### src/rtl/fetch_unit_pkg.sv
// Shared CPU package: the 16-bit machine word type, the default reset fetch
// address and the wrapping word increment used for PC arithmetic.
package fetch_unit_pkg;

  typedef logic [15:0] word_t;

  localparam word_t RESET_PC_DEFAULT = 16'h0000;

  // PC increment, modulo 2^16 (16'hFFFF wraps to 16'h0000).
  function automatic word_t word_inc(input word_t w);
    return w + 16'd1;
  endfunction

endpackage

### src/rtl/fetch_hold.sv
// Stall hold buffer for the fetch output stage.
// The synchronous memory keeps returning data for the held address during a
// stall. The instruction that was on the output when the stall began is
// therefore captured here and replayed until the stall releases.
// Ports:
//   clk, reset  : clock, synchronous active-high reset
//   redirect    : taken branch/jump; discards any held instruction
//   stall       : downstream not accepting; capture/hold the output
//   rdata       : instruction memory data currently on the output
//   valid_in    : output-stage valid (valid_b)
//   hold_inst   : captured instruction
//   hold_valid  : hold_inst overrides the memory data
module fetch_hold
  import fetch_unit_pkg::*;
(
  input  logic  clk,
  input  logic  reset,
  input  logic  redirect,
  input  logic  stall,
  input  word_t rdata,
  input  logic  valid_in,
  output word_t hold_inst,
  output logic  hold_valid
);

  always_ff @(posedge clk) begin
    if (reset) begin
      hold_inst  <= 16'h0000;
      hold_valid <= 1'b0;
    end else if (redirect) begin
      hold_valid <= 1'b0;
    end else if (stall) begin
      // Capture only on the first stalled edge; later edges see memory data
      // for the next address and must not overwrite the held instruction.
      if (!hold_valid) begin
        hold_inst  <= rdata;
        hold_valid <= valid_in;
      end
    end else begin
      hold_valid <= 1'b0;
    end
  end

endmodule

### src/rtl/fetch_unit.sv
// Instruction fetch unit for a synchronous (one-cycle latency) instruction
// memory. pc_a is the address presented to memory; pc_b/valid_b describe the
// instruction whose data is returning this cycle. A hold buffer keeps the
// output stable across stalls without dropping or duplicating instructions.
// Ports:
//   clk, reset   : clock, synchronous active-high reset
//   stall        : IF/ID not accepting; hold current output
//   redirect     : restart fetch at redirect_pc (beats stall)
//   redirect_pc  : new fetch address
//   imem_addr    : memory address (pc_a, no path from imem_rdata)
//   imem_rdata   : memory data for the address presented last cycle
//   pcinc        : PC+1 of the instruction on inst
//   inst         : fetched instruction (0 when bubble)
//   inst_valid   : inst/pcinc hold a real instruction
module fetch_unit
  import fetch_unit_pkg::*;
#(
  parameter word_t RESET_PC = RESET_PC_DEFAULT
) (
  input  logic  clk,
  input  logic  reset,
  input  logic  stall,
  input  logic  redirect,
  input  word_t redirect_pc,
  output word_t imem_addr,
  input  word_t imem_rdata,
  output word_t pcinc,
  output word_t inst,
  output logic  inst_valid
);

  word_t pc_a;
  word_t pc_b;
  logic  valid_b;
  word_t hold_inst;
  logic  hold_valid;

  // Address stage (pc_a) -> output stage (pc_b, valid_b)
  always_ff @(posedge clk) begin
    if (reset) begin
      pc_a    <= RESET_PC;
      pc_b    <= 16'h0000;
      valid_b <= 1'b0;
    end else if (redirect) begin
      pc_a    <= redirect_pc;
      valid_b <= 1'b0;
    end else if (!stall) begin
      pc_b    <= pc_a;
      valid_b <= 1'b1;
      pc_a    <= word_inc(pc_a);
    end
  end

  fetch_hold u_hold (
    .clk        (clk),
    .reset      (reset),
    .redirect   (redirect),
    .stall      (stall),
    .rdata      (imem_rdata),
    .valid_in   (valid_b),
    .hold_inst  (hold_inst),
    .hold_valid (hold_valid)
  );

  // Output stage
  always_comb begin
    inst = 16'h0000;
    if (hold_valid) begin
      inst = hold_inst;
    end else if (valid_b) begin
      inst = imem_rdata;
    end
  end

  assign imem_addr  = pc_a;
  assign pcinc      = word_inc(pc_b);
  assign inst_valid = valid_b;

endmodule
### config.mk
export PLATFORM = sky130hd
export DESIGN_NAME = fetch_unit
export DESIGN_NICKNAME = d
export VERILOG_FILES = /design/src/rtl/fetch_unit_pkg.sv /design/src/rtl/fetch_hold.sv /design/src/rtl/fetch_unit.sv
export SDC_FILE = /design/constraint.sdc
export NUM_CORES = 1
export LEC_CHECK = 0
export CAP_MARGIN = 20
export CORE_MARGIN = 2
export CORE_UTILIZATION = 49
export DETAILED_ROUTE_END_ITERATION = 10
export HOLD_SLACK_MARGIN = 0.05
export PLACE_DENSITY = 0.83
export SLEW_MARGIN = 5
export SYNTH_ARGS = -nofsm -noshare
export SYNTH_HDL_FRONTEND = slang
export SYNTH_SLANG_ARGS = --single-unit
### constraint.sdc
create_clock -name clk -period 2.8 [get_ports clk]
set_input_delay 0.28 -clock clk [delete_from_list [all_inputs] [get_ports clk]]
set_output_delay 0.28 -clock clk [all_outputs]
set_load 0.01 [all_outputs]
==> impl_metrics.toml, run 1 <==
[routing]
wl_um = 6310
wl_per_cell_um = 13.0
vias = 2538
drc_errors = 0
ant_nets = 0
drt_iter0_drc = 102
vias_per_cell = 5.21
drt-pass1-iter-count = 4

[cells_and_area]
drive_gt1_frac = 0.0528
fin_nets = 455
diodes = 0
multi_input_area_um2 = 1450
seq_area_um2 = 1000
nFillCells = 438
design_area_um2 = 3530
area_growth_pct = 38.1

[worst_setup_path]
required_ns = 2.52
worstSetupEndpointType = "output pin"
r2r_slack_ns = 1.13
worstSetupPathType = "reg2out"
worstPathMaxFanout = 6
reg2reg_depth = 5
rr_startpoint = "imem_addr[0]"
arrival_ns = 2.28
timing.rr.end = "imem_addr[12]"
crit_path_start_kind = "flip-flop"

[timing]
fin_crit_ns = 2.56
setup_viol = 0
max_freq_mhz = 391
fin_tns_setup_ns = 0
rsz0062_at_grt = "no"
worst_slew_pin_slew_ns = 0.913
final.period_utilization = 0.914
hold_viol = 0
fin_skew_ns = 0.00493
slew_headroom = 0.392
maxSlewViolCount = 0

[clock_tree]
cts_hold_buffers = 0
cts_tree = "yes"
clockBufferDepth = 2
insertion_delay_ns = 0.30
cts.sinks = 50
path_clk_slew_ns = 0.09
cts_buffers = 5
cts-root-buf = "clkbuf_8"
h-tree-depth = 2
post_cts_resize_count = 0
cts_setup_buffers = 0

[worst_hold_path]
min_from = "u_hold.hold_inst[2]"
holdPathStages = 2
hold_class = "reg2reg"
whs_endpoint = "u_hold.hold_inst[2]"

[logic_synthesis]
synth.avg_cell_area_um2 = 7.41
synth_xor_xnor_area_share = 0.0890
synth_cell_types = 36
synth-async-reset-ratio = 0
synth_fa_ha_area_frac = 0.00978
synth-compound-area-share = 0.152
synth_area_um2 = 2560
yosysSeqAreaShare = 0.391
synth_top_family_by_area = "simple AND/OR/NAND/NOR gates"
synth_warnings = 0
postSynthCellCount = 345
synth-simple-area-share = 0.312
yosys_register_bits = 50
synth_edf_count = 0
synth_mux_area_frac = 0.00391
synth_nets = 383
synth-main-ff-cell = "dfxtp_1"

[global_route]
gr-total-overflow = 0
antenna_found_initial = 0
grt_pass1_vias = 2346
gr-usage-all-layers = 0.218
grt_pass1_wl_um = 10600
grt_max_degree = 51

[die]
die_h_um = 76.2
die_w_um = 76.2
ioPinCount = 85
rows = 26
core_area_um2 = 5070
start_util = 0.504
die-area_um2 = 5810

[run_status]
status = "finished, final reports clean"

[placement]
portBuffers = 84
place_congestion = 0.793
dpl_cell_area_um2 = 3420
hpwlAfterDp_um = 4560

[power]
total_power_w = 0.00155
p_per_area_nw_per_um2 = 438
power.leakage_nw = 1.26
peakVddDrop_mv = 0.311

[flow_run]
drv_cap = 0
[Yosys cell counts, drive strengths merged, types with 2 or more instances]
cell type / instances / area, um2
nand4b: 2 / 32.5
o21ai: 18 / 90.1
xnor2: 21 / 184
buf: 3 / 13.8
nor2: 21 / 78.8
and3: 3 / 18.8
a311oi: 3 / 26.3
xor2: 5 / 43.8
or3: 2 / 12.5
inv: 5 / 18.8
dfxtp: 50 / 1000
clkbuf: 19 / 71.3
nand4: 5 / 58.8
nor3: 5 / 25.0
a21oi: 37 / 185
nand2: 113 / 424
nor4: 4 / 43.8
nand3: 8 / 40.0
a211oi: 9 / 72.6
ha: 2 / 25.0
[registers in the layout, indices dropped and copies added, names as in the netlist]
| signal | count |
|---|---|
| inst_valid | 1 |
| pc_b | 16 |
| u_hold.hold_inst | 16 |
| imem_addr | 16 |
| u_hold.hold_valid | 1 |
[layer usage]
layer  vias up  part of all wire  track usage
li1       1295                 -            -
met4         0             0.016       0.0582
met1      1180              0.46        0.282
met3         8             0.037       0.0379
met2        55              0.49        0.375
met5         -                 0            0
[cell type report]
| class | count | area share |
|---|---|---|
| clock buffer | 6 | 0.0234 |
| timing repair buffer | 87 | 0.243 |
| tap | 70 | 0.0248 |
| multi-input combinational | 267 | 0.410 |
| inverter | 6 | 0.00638 |
| clock inverter | 1 | 0.00850 |
| sequential | 50 | 0.283 |
[critical path, cell delays in order, from the launching register on]
cell and delay (ns):
dfxtp_1 0.42, and4_1 0.26, nand4_2 0.18, nor4_1 0.39, xor2_1 0.18, clkdlybuf4s50_1 0.55
[stage by stage]
step / hold slack [ns] / cells / util / worst slack [ns]
CTS: 0.459 / 487 / 0.696 / 0.213
floorplan: 0.416 / 345 / - / 1.15
detailed placement: 0.447 / 480 / 0.674 / 0.557
finish: 0.457 / 487 / 0.696 / 0.240
global placement: 0.441 / 480 / 0.674 / 0.596
global route: 0.473 / 487 / 0.696 / 0.0779
[layout by cell type, fill, tap and decap left out, types with 3 or more instances in the layout]
cell type        count
a211oi_1             8
nand2_1            113
nor3_1               5
a21oi_1             37
xor2_1               5
clkdlybuf4s50_1     83
nor4_2               3
buf_4                3
clkbuf_8             6
dfxtp_1             50
a311oi_1             3
o21ai_0             18
nor2_1              21
xnor2_1             21
inv_1                5
nand3_1              8
and3_1               3
[worst max-delay path by stage]
| stage | start | endpoint | slack, ns | cells past startpoint |
|---|---|---|---|---|
| floorplan | pc_b[2] | pcinc[15] | 1.15 | 4 |
| global placement | pc_b[2] | pcinc[15] | 0.60 | 5 |
| detailed placement | pc_b[2] | pcinc[15] | 0.56 | 5 |
| CTS | pc_b[2] | pcinc[15] | 0.21 | 5 |
| global route | pc_b[2] | pcinc[15] | 0.08 | 5 |
| finish | pc_b[2] | pcinc[15] | 0.24 | 5 |
[power breakdown]
| group | internal [W] | leakage, nW | total, W | switching, W |
|---|---|---|---|---|
| sequential | 0.000745 | 0.410 | 0.000792 | 0.0000471 |
| clock | 0.000286 | 0.0573 | 0.000513 | 0.000227 |
| combinational | 0.000136 | 0.792 | 0.000242 | 0.000106 |
[logic make-up (layout without fill, tap and decap cells)]
| group | after synthesis | in the layout |
|---|---|---|
| compound gates | 68 | 68 |
| xor+xnor | 26 | 26 |
| fa+ha+maj | 2 | 2 |
| buf+inv | 28 | 100 |
| flops | 50 | 50 |
| mux | 1 | 1 |
| simple gates | 170 | 170 |
No activity file was read; power rests on OpenSTA's default activity.
==> inputs of run 2 (changes only) <==
MAX_ROUTING_LAYER = met4   (was default)
==> impl_metrics.toml, run 2 (synthesized netlist as in run 1, its figures left out) <==
[clock_tree]
cts_buffers = 5
cts_tree = "yes"
clockBufferDepth = 2
insertion_delay_ns = 0.29
cts_hold_buffers = 0
cts-root-buf = "clkbuf_8"
path_clk_slew_ns = 0.09
cts_setup_buffers = 0
h-tree-depth = 2
post_cts_resize_count = 0
cts.sinks = 50

[worst_setup_path]
required_ns = 2.52
rr_startpoint = "imem_addr[0]"
arrival_ns = 2.28
worstSetupPathType = "reg2out"
worstSetupEndpointType = "output pin"
worstPathMaxFanout = 6
critPathLaunch = "pc_b[2]"
crit_path_start_kind = "flip-flop"

[placement]
place_congestion = 0.805
portBuffers = 84
hpwlAfterDp_um = 4560
dpl_cell_area_um2 = 3420
dpl_worst_slack_ns = 0.557

[timing]
fin_skew_ns = 0.00387
slew_headroom = 0.388
final.period_utilization = 0.913
setup_ws_ns = 0.243
timing.hold.ws_ns = 0.456
rsz0062_at_grt = "no"
maxSlewViolCount = 0
max_freq_mhz = 391
setup_viol = 0
worst_slew_pin_slew_ns = 0.914
fin_tns_setup_ns = 0
hold_viol = 0
fin_crit_ns = 2.56

[routing]
drt_iter0_drc = 129
drt-pass1-iter-count = 4
wl_per_cell_um = 12.9
ant_nets = 0
vias = 2556
wl_um = 6300
drc_errors = 0
vias_per_cell = 5.25

[global_route]
antenna_found_initial = 0
grt_pass1_vias = 2346
gr-usage-all-layers = 0.224
grt_max_degree = 51
gr-total-overflow = 0
grt_pass1_wl_um = 10700

[power]
p_sw_frac = 0.245
pwr-share-clk = 0.331
pwr-share-seq = 0.513
peakVddDrop_mv = 0.310
power.leakage_nw = 1.26
p_per_area_nw_per_um2 = 438
combPwrFrac = 0.157
p_switching_w = 0.000379
p_int_w = 0.00117

[die]
die-area_um2 = 5810
die_h_um = 76.2
start_util = 0.504
die_w_um = 76.2
core_area_um2 = 5070
rows = 26
ioPinCount = 85

[worst_hold_path]
hold_class = "reg2reg"
min_from = "u_hold.hold_inst[2]"

[cells_and_area]
drive_gt1_frac = 0.0528
final_common_cell = "nand2_1"
area_growth_pct = 38.1
diodes = 0
design_area_um2 = 3530
multi_input_area_um2 = 1450
seq_area_um2 = 1000
fin_nets = 455
nFillCells = 438
final_cell_mix = "nand2_1 (113), clkdlybuf4s50_1 (83), dfxtp_1 (50)"

[flow_run]
drv_cap = 0

[run_status]
status = "finished, final reports clean"
## run 2: per-layer routing
layer | global-route usage | wire length [um] | up-vias | part of all wire
met4 | 0.0582 | 102 | 0 | 0.016
met2 | 0.376 | 3060 | 58 | 0.49
met3 | 0.0379 | 220 | 8 | 0.035
met5 | - | 0 | - | 0
met1 | 0.282 | 2910 | 1191 | 0.46
li1 | - | - | 1299 | -
## run 2: power by group through the flow
stage          clock, W  sequential [W]  combinational [W]
2_1_floorplan         0        0.000802           0.000110
3_5_place_dp          0        0.000808           0.000243
4_1_cts        0.000522        0.000791           0.000244
3_3_place_gp          0        0.000806           0.000238
5_1_grt        0.000551        0.000798           0.000264
6_report       0.000511        0.000792           0.000242
## run 2: cell type report
cell class	instances	share of cell area
repair buffers	87	0.243
clock buffers	6	0.0234
clock inverters	1	0.00850
multi-input cells	267	0.410
well taps	70	0.0248
inverters	6	0.00638
flip-flops and latches	50	0.283
## run 2: metrics by stage
step            util  std cells  total power (W)
2_1_floorplan      -        345         0.000911
3_3_place_gp   0.674        480          0.00104
3_5_place_dp   0.674        480          0.00105
4_1_cts        0.696        487          0.00156
5_1_grt        0.696        487          0.00161
6_report       0.696        487          0.00155
## run 2: path summary, 6_finish.rpt
kind                    endpoint  slack, ns  cells after the start
max reg2reg        imem_addr[12]       1.13                      5
min          u_hold.hold_inst[2]       0.46                      2
max                    pcinc[15]       0.24                      5
min reg2reg  u_hold.hold_inst[2]       0.46                      2
## run 2: critical path: stages (launching register included)
cell	delay (ns)
dfxtp_1	0.42
and4_1	0.26
nand4_2	0.18
nor4_1	0.39
xor2_1	0.18
clkdlybuf4s50_1	0.55
